### config.mk
export PLATFORM = sky130hd
export DESIGN_NAME = frame_buffer_arbiter
export DESIGN_NICKNAME = d
export VERILOG_FILES = /design/src/rtl/frame_pkg.sv /design/src/rtl/frame_clear_counter.sv /design/src/rtl/frame_buffer_arbiter.sv
export SDC_FILE = /design/constraint.sdc
export NUM_CORES = 1
export LEC_CHECK = 0
export CAP_MARGIN = 0
export CORE_ASPECT_RATIO = 0.5
export CORE_MARGIN = 3
export CORE_UTILIZATION = 38
export CTS_BUF_LIST = sky130_fd_sc_hd__clkbuf_8 sky130_fd_sc_hd__clkbuf_16
export DETAILED_ROUTE_END_ITERATION = 10
export GPL_ROUTABILITY_DRIVEN = 0
export PLACE_DENSITY = 0.81
export SLEW_MARGIN = 20
export SYNTH_ARGS = -nofsm -noshare
export SYNTH_HDL_FRONTEND = slang
export SYNTH_SLANG_ARGS = --single-unit
### constraint.sdc
create_clock -name clk -period 1.95 [get_ports clk]
set_clock_uncertainty 0.15 [all_clocks]
set_input_delay 0.39 -clock clk [delete_from_list [all_inputs] [get_ports clk]]
set_output_delay 0.39 -clock clk [all_outputs]
set_load 0.02 [all_outputs]
### src/rtl/frame_pkg.sv
// Shared sizing and state encoding for the frame buffer arbiter slice.
package frame_pkg;
  localparam int N      = 13;
  localparam int W      = 16;
  localparam int PIXELS = 6144;

  typedef enum logic {
    ST_IDLE  = 1'b0,
    ST_CLEAR = 1'b1
  } state_t;
endpackage

### src/rtl/frame_clear_counter.sv
// Address sweep for the full-frame clear: restarts on start, advances only on a granted step.
// Saturates at PIXELS-1 and flags it; no wrap-around.
module frame_clear_counter #(
  parameter int N      = frame_pkg::N,
  parameter int PIXELS = frame_pkg::PIXELS
) (
  input  logic         clk,
  input  logic         reset,
  input  logic         start,
  input  logic         step,
  output logic [N-1:0] clr_cnt,
  output logic         last
);
  localparam logic [N-1:0] LAST_CNT = N'(PIXELS - 1);

  assign last = (clr_cnt == LAST_CNT);

  always_ff @(posedge clk) begin
    if (reset) begin
      clr_cnt <= '0;
    end else if (start) begin
      clr_cnt <= '0;
    end else if (step && !last) begin
      clr_cnt <= clr_cnt + 1'b1;
    end
  end
endmodule

### src/rtl/frame_buffer_arbiter.sv
// Single-port frame BRAM arbiter: display > writer > clear, one combinational grant per cycle.
// Display reads return in 2 cycles and are never stalled; writer waits for IDLE and no display.
module frame_buffer_arbiter #(
  parameter int N      = frame_pkg::N,
  parameter int W      = frame_pkg::W,
  parameter int PIXELS = frame_pkg::PIXELS
) (
  input  logic         clk,
  input  logic         reset,
  input  logic         disp_req,
  input  logic [N-1:0] disp_addr,
  output logic         disp_valid,
  output logic [W-1:0] disp_data,
  input  logic         wr_req,
  input  logic [N-1:0] wr_addr,
  input  logic [W-1:0] wr_data,
  output logic         wr_ack,
  input  logic         clr_start,
  input  logic [W-1:0] clr_color,
  output logic         busy,
  output logic         clr_done,
  output logic [N-1:0] mem_addr,
  output logic         mem_we,
  output logic [W-1:0] mem_wdata,
  input  logic [W-1:0] mem_rdata
);
  import frame_pkg::*;

  state_t       state;
  logic [W-1:0] clr_color_q;
  logic [W-1:0] wdata_q;
  logic [N-1:0] addr_q;
  logic [N-1:0] clr_cnt;
  logic         clr_last;
  logic         clr_go;
  logic         disp_gnt;
  logic         wr_gnt;
  logic         clr_gnt;
  logic         rd_p1;

  // Reset blocks every grant so the BRAM never sees a stray write during abort.
  assign disp_gnt = !reset && disp_req;
  assign wr_gnt   = !reset && !disp_req && wr_req && (state == ST_IDLE);
  assign clr_gnt  = !reset && !disp_req && (state == ST_CLEAR);
  assign clr_go   = (state == ST_IDLE) && clr_start;
  assign wr_ack   = wr_gnt;

  frame_clear_counter #(
    .N      (N),
    .PIXELS (PIXELS)
  ) u_clear_counter (
    .clk     (clk),
    .reset   (reset),
    .start   (clr_go),
    .step    (clr_gnt),
    .clr_cnt (clr_cnt),
    .last    (clr_last)
  );

  always_comb begin
    mem_addr  = addr_q;
    mem_wdata = wdata_q;
    mem_we    = 1'b0;
    if (reset) begin
      mem_addr  = '0;
      mem_wdata = '0;
    end else if (disp_gnt) begin
      mem_addr = disp_addr;
    end else if (wr_gnt) begin
      mem_addr  = wr_addr;
      mem_wdata = wr_data;
      mem_we    = 1'b1;
    end else if (clr_gnt) begin
      mem_addr  = clr_cnt;
      mem_wdata = clr_color_q;
      mem_we    = 1'b1;
    end
  end

  always_ff @(posedge clk) begin
    if (reset) begin
      state       <= ST_IDLE;
      busy        <= 1'b0;
      clr_done    <= 1'b0;
      clr_color_q <= '0;
    end else begin
      clr_done <= 1'b0;
      case (state)
        ST_IDLE: begin
          if (clr_start) begin
            state       <= ST_CLEAR;
            busy        <= 1'b1;
            clr_color_q <= clr_color;
          end
        end
        ST_CLEAR: begin
          if (clr_gnt && clr_last) begin
            state    <= ST_IDLE;
            busy     <= 1'b0;
            clr_done <= 1'b1;
          end
        end
        default: state <= ST_IDLE;
      endcase
    end
  end

  // BRAM output is valid one cycle after the grant; capture it the cycle after that.
  always_ff @(posedge clk) begin
    if (reset) begin
      rd_p1      <= 1'b0;
      disp_valid <= 1'b0;
      disp_data  <= '0;
      addr_q     <= '0;
      wdata_q    <= '0;
    end else begin
      rd_p1      <= disp_gnt;
      disp_valid <= rd_p1;
      if (rd_p1) disp_data <= mem_rdata;
      addr_q     <= mem_addr;
      wdata_q    <= mem_wdata;
    end
  end
endmodule

-- Word-level counts from Yosys, hierarchy flattened
Index checks and enable logic that the tools add are counted.
Widths: inputs -> output; s select.
- reductions and logical operators: 15
- muxes and demuxes: 19
- bitwise operators: 1
- equality and inequality tests: 3
- add/sub/neg operators: 1
- operator list (operator ; count):
    $mux 16 ; 4
    $mux 13 ; 4
    $add 13x1->13 const B ; 1
    $eq 13x13->1 const B ; 1
    $mux 1 ; 9
    $logic_and 1x1->1 ; 8
    $pmux 1 s2 ; 2
    $reduce_and 2->1 ; 2
    $reduce_or 2->1 ; 2
    $logic_not 1->1 ; 3
    $ne 2x1->1 const B ; 1
    $ne 2x2->1 const B ; 1
    $not 1->1 ; 1
- output and inout port bits: 50
- word-level logic and storage cells: 49
- register bits: 79
- input port bits: 79

-- Logic depth before layout (Yosys ltp)
Gate-level depths: netlist of the first run.
- word-level depth: 7
- gate-level depth with buffers: 6
- depth with buffers taken out: 5

-- By module
Synthesis of the first run repeated with hierarchy kept, for this count alone.
- cells, all modules: 434
- area, all modules: 3823.7 um2
- modules (own cells, without submodules) (module ; cells an instance ; sequential area each (um2) ; area an instance (um2) ; times used):
    frame_buffer_arbiter ; 353 ; 1321.3 ; 3150.5 ; 1
    frame_clear_counter ; 81 ; 260.2 ; 673.1 ; 1

-- Worst setup path after synthesis of the first run
Ideal clock, no wire load.
- kind: input to output
- start: in disp_req
- end: out mem_wdata[10]
- required time: 1410 ps
- slack: -502 ps
- stages on the path: 6
- arrival: 1912 ps
- buffers on the path: 2
- cells stage by stage: or4b_1 -> clkbuf_1 -> nand2_2 -> buf_4 -> nor2_1 -> nor3_1
- cells in the longest elaborated chain, start to end: 7
- elaborated cells between the ends (all ways): 10
- those cells by class: mux: 4; reduce/logical: 6
- RTL lines (what ; RTL line ; source):
    start: declaration ; frame_buffer_arbiter.sv:10 ; input logic disp_req,
    $logic_not 1->1 ; frame_buffer_arbiter.sv:43, frame_buffer_arbiter.sv:44 ;
    $logic_and 1x1->1 ; frame_buffer_arbiter.sv:43, frame_buffer_arbiter.sv:44 ;
    $logic_and 1x1->1 (on tied branches) ; frame_buffer_arbiter.sv:44, frame_buffer_arbiter.sv:43 ;
    $mux 16 or $logic_and 1x1->1 (tied branches) ; frame_buffer_arbiter.sv:73, frame_buffer_arbiter.sv:43 ;
    $mux 16 ; frame_buffer_arbiter.sv:69 ; end else if (wr_gnt) begin
    $mux 16 (*) ; frame_buffer_arbiter.sv:67 ; end else if (disp_gnt) begin
    $mux 16 (*) ; frame_buffer_arbiter.sv:64 ; if (reset) begin
    end: declaration ; frame_buffer_arbiter.sv:24 ; output logic [W-1:0] mem_wdata,
Mark *: on every way between the ends. The rest lies on a longest branch, timed or not.

-- Worst setup path in the final report of the first run
- start: reg state
- end: out mem_addr[5]
- cells in the longest elaborated chain, start to end: 5
- elaborated cells between the ends (all ways): 7
- those cells by class: mux: 4; bitwise: 1; reduce/logical: 2
- RTL lines (what ; RTL line ; source):
    start: declaration ; frame_buffer_arbiter.sv:29 ; state_t state;
    start signal: assignment ; frame_buffer_arbiter.sv:82 ; state <= ST_IDLE;
    start signal: assignment ; frame_buffer_arbiter.sv:91 ; state <= ST_CLEAR;
    start signal: assignment ; frame_buffer_arbiter.sv:98 ; state <= ST_IDLE;
    $logic_and 1x1->1 or $not 1->1 (tied branches) ; - ;
    $mux 13 or $logic_and 1x1->1 (tied branches) ; frame_buffer_arbiter.sv:73, frame_buffer_arbiter.sv:43 ;
    $mux 13 (*) ; frame_buffer_arbiter.sv:69 ;
    $mux 13 (*) ; frame_buffer_arbiter.sv:67 ;
    $mux 13 (*) ; frame_buffer_arbiter.sv:64 ;
    end: declaration ; frame_buffer_arbiter.sv:22 ; output logic [N-1:0] mem_addr,
Marked as above.

==> flow_summary.toml, run 1 <==
[status]
status = "finished with violations"
violations = "setup timing"

[worst_setup_path]
start_kind = "flop"
rr_worst_depth = 9
worst_ep_required_time_ps = 1410
crit_type = "flop to output pin"
path_max_fanout = 8
timing.rr.start = "state"
end_kind = "output pin"
worstPathArrival_ps = 2050
regToRegEndpoint = "addr_q[5]"
regToRegSetupSlack_ps = -200

[power_and_ir_drop]
irDropWorstVdd_uv = 433
p_per_area_mw_per_mm2 = 657
p_leak_nw = 2.70
p_total_w = 0.00431

[sta]
whs_ps = 283
hold_viol_final = 0
worst_pin_slew_ps = 731
setup_viol_count_final = 40
slew_violations = 0
fin_crit_sh = 1.33
rsz0062_at_grt = "true"
period_needed_ps = 2590
max_slew_margin = 0.512
worst_slack_ps = -644
timing.fmax_mhz = 385

[yosys]
synth_cell_types = 44
yosysWarningCount = 0
yosys.area_share.simple = 0.200
ys_async_sr_fraction = 0
synth_top_family_by_area = "compound AO/OA/AOI/OAI gates"
synth_adder_area_share = 0.00378
syn-cell-area_sq_mm = 0.00331
synth-compound-area-share = 0.221
yosysSeqAreaShare = 0.478
syn_area_per_cell_sq_um = 8.89
yosys.area.top_type = "dfxtp_1"
synthFlopType = "dfxtp_1"
synth_enable_flop_cells = 0
synth_fp_nets = 452
synth_mux_area_frac = 0.0514
synth_xor_area_frac = 0.00265
synth-seq-cells = 79
synthCells = 372
ys_top_cells_by_area = "dfxtp_1, a21o_1, nor3_1"
yosysTopAreaCellShare = 0.478

[clock_network]
holdBufCountCts = 0
cts.path.max_buffers = 2
cts_made_buffers = 9
worstSkewPairLatency_ps = 340
htreeDepth = 3
clkTransAtPathRegs_ps = 60
cts_root_buffer = "clkbuf_16"
clock_sinks = 79
cts_tree = "yes"

[route]
wl_per_cell_microns = 20.1
wl_microns = 13700
first_pass_iters = 5
avgViaCountPerCell = 5.55
vias = 3794
ant_nets = 0
drt_iter0_drc = 268
drc = 0

[layout]
diodes = 0
final_cell_mix = "clkdlybuf4s50_1, dfxtp_1, buf_4"
final_util = 0.797
final_common_cell = "clkdlybuf4s50_1"
nets = 647
fin_area_sq_mm = 0.00656
area_delta_synth_final_pct = 98.2
layout-drive-gt1-share = 0.390

[global_routing]
grt_max_degree = 51
busiest_layer = "met2"
grt_first_pass_wirelength_microns = 19900
grt_antenna_before_repair = 0
grt_overflow_total = 0
met1_usage = 0.303
grt_use_total = 0.262
met3_usage = 0.0727
grtUsageMet2 = 0.470
grt_pass1_vias = 3873

[run]
maxCapViolations = 0

[floorplanning]
die_height_microns = 72.0
pin_count = 129
die-area_sq_mm = 0.00993
chipWidth_microns = 138
rows = 23
start_util = 0.402
coreArea_sq_mm = 0.00823

[place]
hpwl_microns = 7040
dpl-instance-area_sq_mm = 0.00532
portBuffers = 128

[worst_hold_path]
min_from = "reset"
hold_path_class = "input port to flop"
hold_depth = 3
hold_end = "disp_data[12]"
## flip-flops by register name (all words and copies together), names as in the netlist
name                     flops
clr_color_q                 16
clr_done                     1
u_clear_counter.clr_cnt     13
busy                         1
disp_data                   16
state                        1
addr_q                      13
rd_p1                        1
wdata_q                     16
disp_valid                   1
## what timing repair did
action	4_1_cts	5_1_grt
pin swaps	10	13
cloned	9	1
setup buffers	14	9
endpoints found under the setup margin	70	51
resized for setup	249	44
## kinds of logic after synthesis
logic type | after synthesis
adders and majority gates | 1
DFF | 79
xor gates and xnor gates | 1
buffers and inverters | 35
AOI/OAI and AO/OA | 104
and+or+nand+nor | 135
muxes | 17
## final cells by class
| type | count | area (sq um) |
|---|---|---|
| Multi-Input combinational cell | 260 | 2320 |
| Timing Repair Buffer | 211 | 2210 |
| Fill cell | 482 | 1670 |
| Clock buffer | 9 | 225 |
| Inverter | 6 | 27.5 |
| Tap cell | 112 | 140 |
| Clock inverter | 7 | 41.3 |
| Sequential cell | 79 | 1590 |
## critical path, stage by stage, from the launching register on
cell	delay, ps
dfxtp_2	320
or4b_4	520
buf_12	180
buf_16	150
o21ai_4	170
a31oi_4	50
a21o_1	180
buf_6	130
## per-stage QoR
step,TNS [ps],worst slack [ps],cells
global route,-20360,-689,684
global placement,-63790,-1350,637
floorplan,-5830,-226,372
CTS,-17950,-624,676
finish,-18360,-644,684
detailed placement,-65410,-1370,637
## layer usage
metal,routed length [microns],up-vias
li1,-,1761
met3,908,36
met5,0,-
met1,5250,1850
met2,7220,147
met4,354,0
## power by group
part,internal [W],total [W],switching (W)
registers,0.00170,0.00176,0.0000565
clock network,0.000850,0.00155,0.000700
logic,0.000530,0.00100,0.000470
## cells in the mapped netlist (2+ instances only)
master / count
nor2b_1: 4
nor3_1: 36
a31oi_1: 13
nand2_1: 31
o21ai_1: 2
inv_1: 6
a21oi_1: 3
a22o_1: 16
mux2i_1: 17
o31ai_1: 3
buf_2: 5
o22ai_1: 16
clkbuf_1: 22
o211ai_1: 4
nand4_1: 4
a21o_1: 27
o21ai_0: 15
dfxtp_1: 79
nand3_1: 7
and4_1: 2
nor2_1: 37
## how the worst max path moves through the flow
stage | from | cells past startpoint | slack (ps) | to
global route | state | 7 | -690 | mem_addr[9]
CTS | state | 7 | -620 | mem_addr[5]
finish | state | 7 | -640 | mem_addr[5]
floorplan | disp_req | 5 | -230 | mem_addr[12]
detailed placement | disp_req | 7 | -1370 | mem_wdata[0]
global placement | disp_req | 8 | -1350 | mem_addr[0]
(Power assumes the default switching activity.)
==> inputs of run 2 (changes only) <==
--- a/config.mk
+++ b/config.mk
@@ -10,3 +10,3 @@
 export CORE_MARGIN = 3
-export CORE_UTILIZATION = 38
+export CORE_UTILIZATION = 39
 export CTS_BUF_LIST = sky130_fd_sc_hd__clkbuf_8 sky130_fd_sc_hd__clkbuf_16
@@ -14,3 +14,3 @@
 export GPL_ROUTABILITY_DRIVEN = 0
-export PLACE_DENSITY = 0.81
+export PLACE_DENSITY = 0.83
 export SLEW_MARGIN = 20
==> constraint.sdc (replaced) <==
create_clock -name clk -period 1.95 [get_ports clk]
set_clock_uncertainty 0.15 [all_clocks]
set_input_delay 0.2925 -clock clk [delete_from_list [all_inputs] [get_ports clk]]
set_output_delay 0.2925 -clock clk [all_outputs]
set_load 0.02 [all_outputs]
==> flow_summary.toml, run 2 (synthesis results as in run 1) <==
[sta]
fin_crit_sh = 1.26
hold_viol_final = 0
timing.fmax_mhz = 408
period_needed_ps = 2450
worst_slack_ps = -500
slew_violations = 0
max_slew_margin = 0.490
worst_pin_slew_ps = 765
rsz0062_at_grt = "true"
setup_viol_count_final = 37
setup_tns_ps = -14260

[power_and_ir_drop]
p_comb_frac = 0.221
internal-power_w = 0.00306
p_clk_frac = 0.371
p_leak_nw = 2.57
switching_share = 0.286
irDropWorstVdd_uv = 548
p_total_w = 0.00429
switching_power_w = 0.00123
p_per_area_mw_per_mm2 = 673
seqPwrFrac = 0.408

[worst_setup_path]
timing.rr.start = "state"
path_max_fanout = 8
start_kind = "flop"
crit_type = "flop to output pin"
regToRegEndpoint = "u_clear_counter.clr_cnt[9]"
worstPathArrival_ps = 2010
regToRegSetupSlack_ps = -230
rr_worst_depth = 8
end_kind = "output pin"
worst_ep_required_time_ps = 1510
cp-endpoint = "mem_wdata[5]"
startpoint = "state"

[layout]
fillers = 492
nets = 630
area_delta_synth_final_pct = 92.6
top_regs = "clr_color_q x16, disp_data x16, wdata_q x16"
layout-drive-gt1-share = 0.366
diodes = 0
final_cell_mix = "clkdlybuf4s50_1, dfxtp_1, buf_4"
final_common_cell = "clkdlybuf4s50_1"
ff_latch_area_sq_mm = 0.00159
multi_input_area_sq_mm = 0.00235
fin_area_sq_mm = 0.00637

[global_routing]
grt_max_degree = 53
grt_antenna_before_repair = 0
met3_usage = 0.0668
met1_usage = 0.297
grt_use_total = 0.254
grt_overflow_total = 0
busiest_layer = "met2"
grtUsageMet2 = 0.439
grt_pass1_vias = 3811
grt_first_pass_wirelength_microns = 19100

[clock_network]
worstSkewPairLatency_ps = 340
clock_sinks = 79
htreeDepth = 3
clkTransAtPathRegs_ps = 60
cts_root_buffer = "clkbuf_16"
cts_tree = "yes"
cts.path.max_buffers = 2
cts_made_buffers = 9
holdBufCountCts = 0

[floorplanning]
die_height_microns = 71.1
start_util = 0.408
rows = 23
chipWidth_microns = 136
pin_count = 129
coreArea_sq_mm = 0.00812
die-area_sq_mm = 0.00969

[place]
hpwl_microns = 7270
dpl-instance-area_sq_mm = 0.00533
portBuffers = 128

[route]
drc = 0
first_pass_iters = 4
wl_microns = 13300
vias = 3741
ant_nets = 0
avgViaCountPerCell = 5.61
wl_per_cell_microns = 20.0
drt_iter0_drc = 319

[status]
status = "finished with violations"
violations = "setup timing"

[worst_hold_path]
hold_path_class = "input port to flop"

[run]
maxCapViolations = 0
[run 2: changes by cell type in the layout (fill, tap and decap cells not counted), sizes merged]
cell,delta
buf,-16
clkbuf,+1
clkdlybuf4s15,-1
clkinvlp,-1
dlygate4sd2,+1
inv,+1
nand2,-2
[run 2: metal layers]
layer	up-vias	share of wire
met3	42	0.056
met2	166	0.52
met4	0	0.038
met5	-	0
met1	1810	0.38
li1	1723	-
[run 2: area by class of cell]
type                            count  share of cell area
Inverter                            6             0.00432
Timing Repair Buffer              196               0.311
Clock inverter                      7             0.00864
Clock buffer                        9              0.0353
Tap cell                          112              0.0220
Sequential cell                    79               0.249
Multi-Input combinational cell    258               0.370
[run 2: worst min-delay path by stage]
| stage | from | endpoint | cells past startpoint |
|---|---|---|---|
| final | reset | state | 3 |
| after global routing | reset | state | 3 |
| after CTS | reset | state | 3 |
| after detailed placement | clr_color_q[10] | clr_color_q[10] | 1 |
| after global placement | busy | busy | 2 |
| after floorplan | disp_addr[12] | addr_q[12] | 1 |
[run 2: per-stage QoR]
step | worst slack, ps | hold slack (ps) | util | instances
2_1_floorplan | -62.7 | 252 | - | 372
3_3_place_gp | -1220 | 314 | 0.656 | 637
3_5_place_dp | -1240 | 317 | 0.656 | 637
4_1_cts | -501 | 130 | 0.749 | 661
5_1_grt | -559 | 152 | 0.785 | 667
6_report | -500 | 144 | 0.785 | 667
[run 2: power by group through the flow]
stage	clock (W)	combinational (W)	sequential [W]
5_1_grt	0.00169	0.00100	0.00176
6_report	0.00159	0.000949	0.00175
3_5_place_dp	0	0.000777	0.00177
3_3_place_gp	0	0.000761	0.00177
4_1_cts	0.00160	0.000874	0.00174
2_1_floorplan	0	0.000348	0.00179
[run 2: repair_timing]
action / CTS / global route
setup buffers: 6 / 6
endpoints found under the setup margin: 66 / 45
gates resized for setup: 244 / 49
hold endpoints to repair: 0 / 0
gates cloned: 4 / 1
pin swaps: 10 / 11
[run 2: worst max-delay path, cell delays in order, from the launching register on]
cell and delay, ps:
dfxtp_2 320, or4b_4 540, buf_12 190, clkbuf_16 180, o22ai_4 170, nor3_2 70, buf_4 190
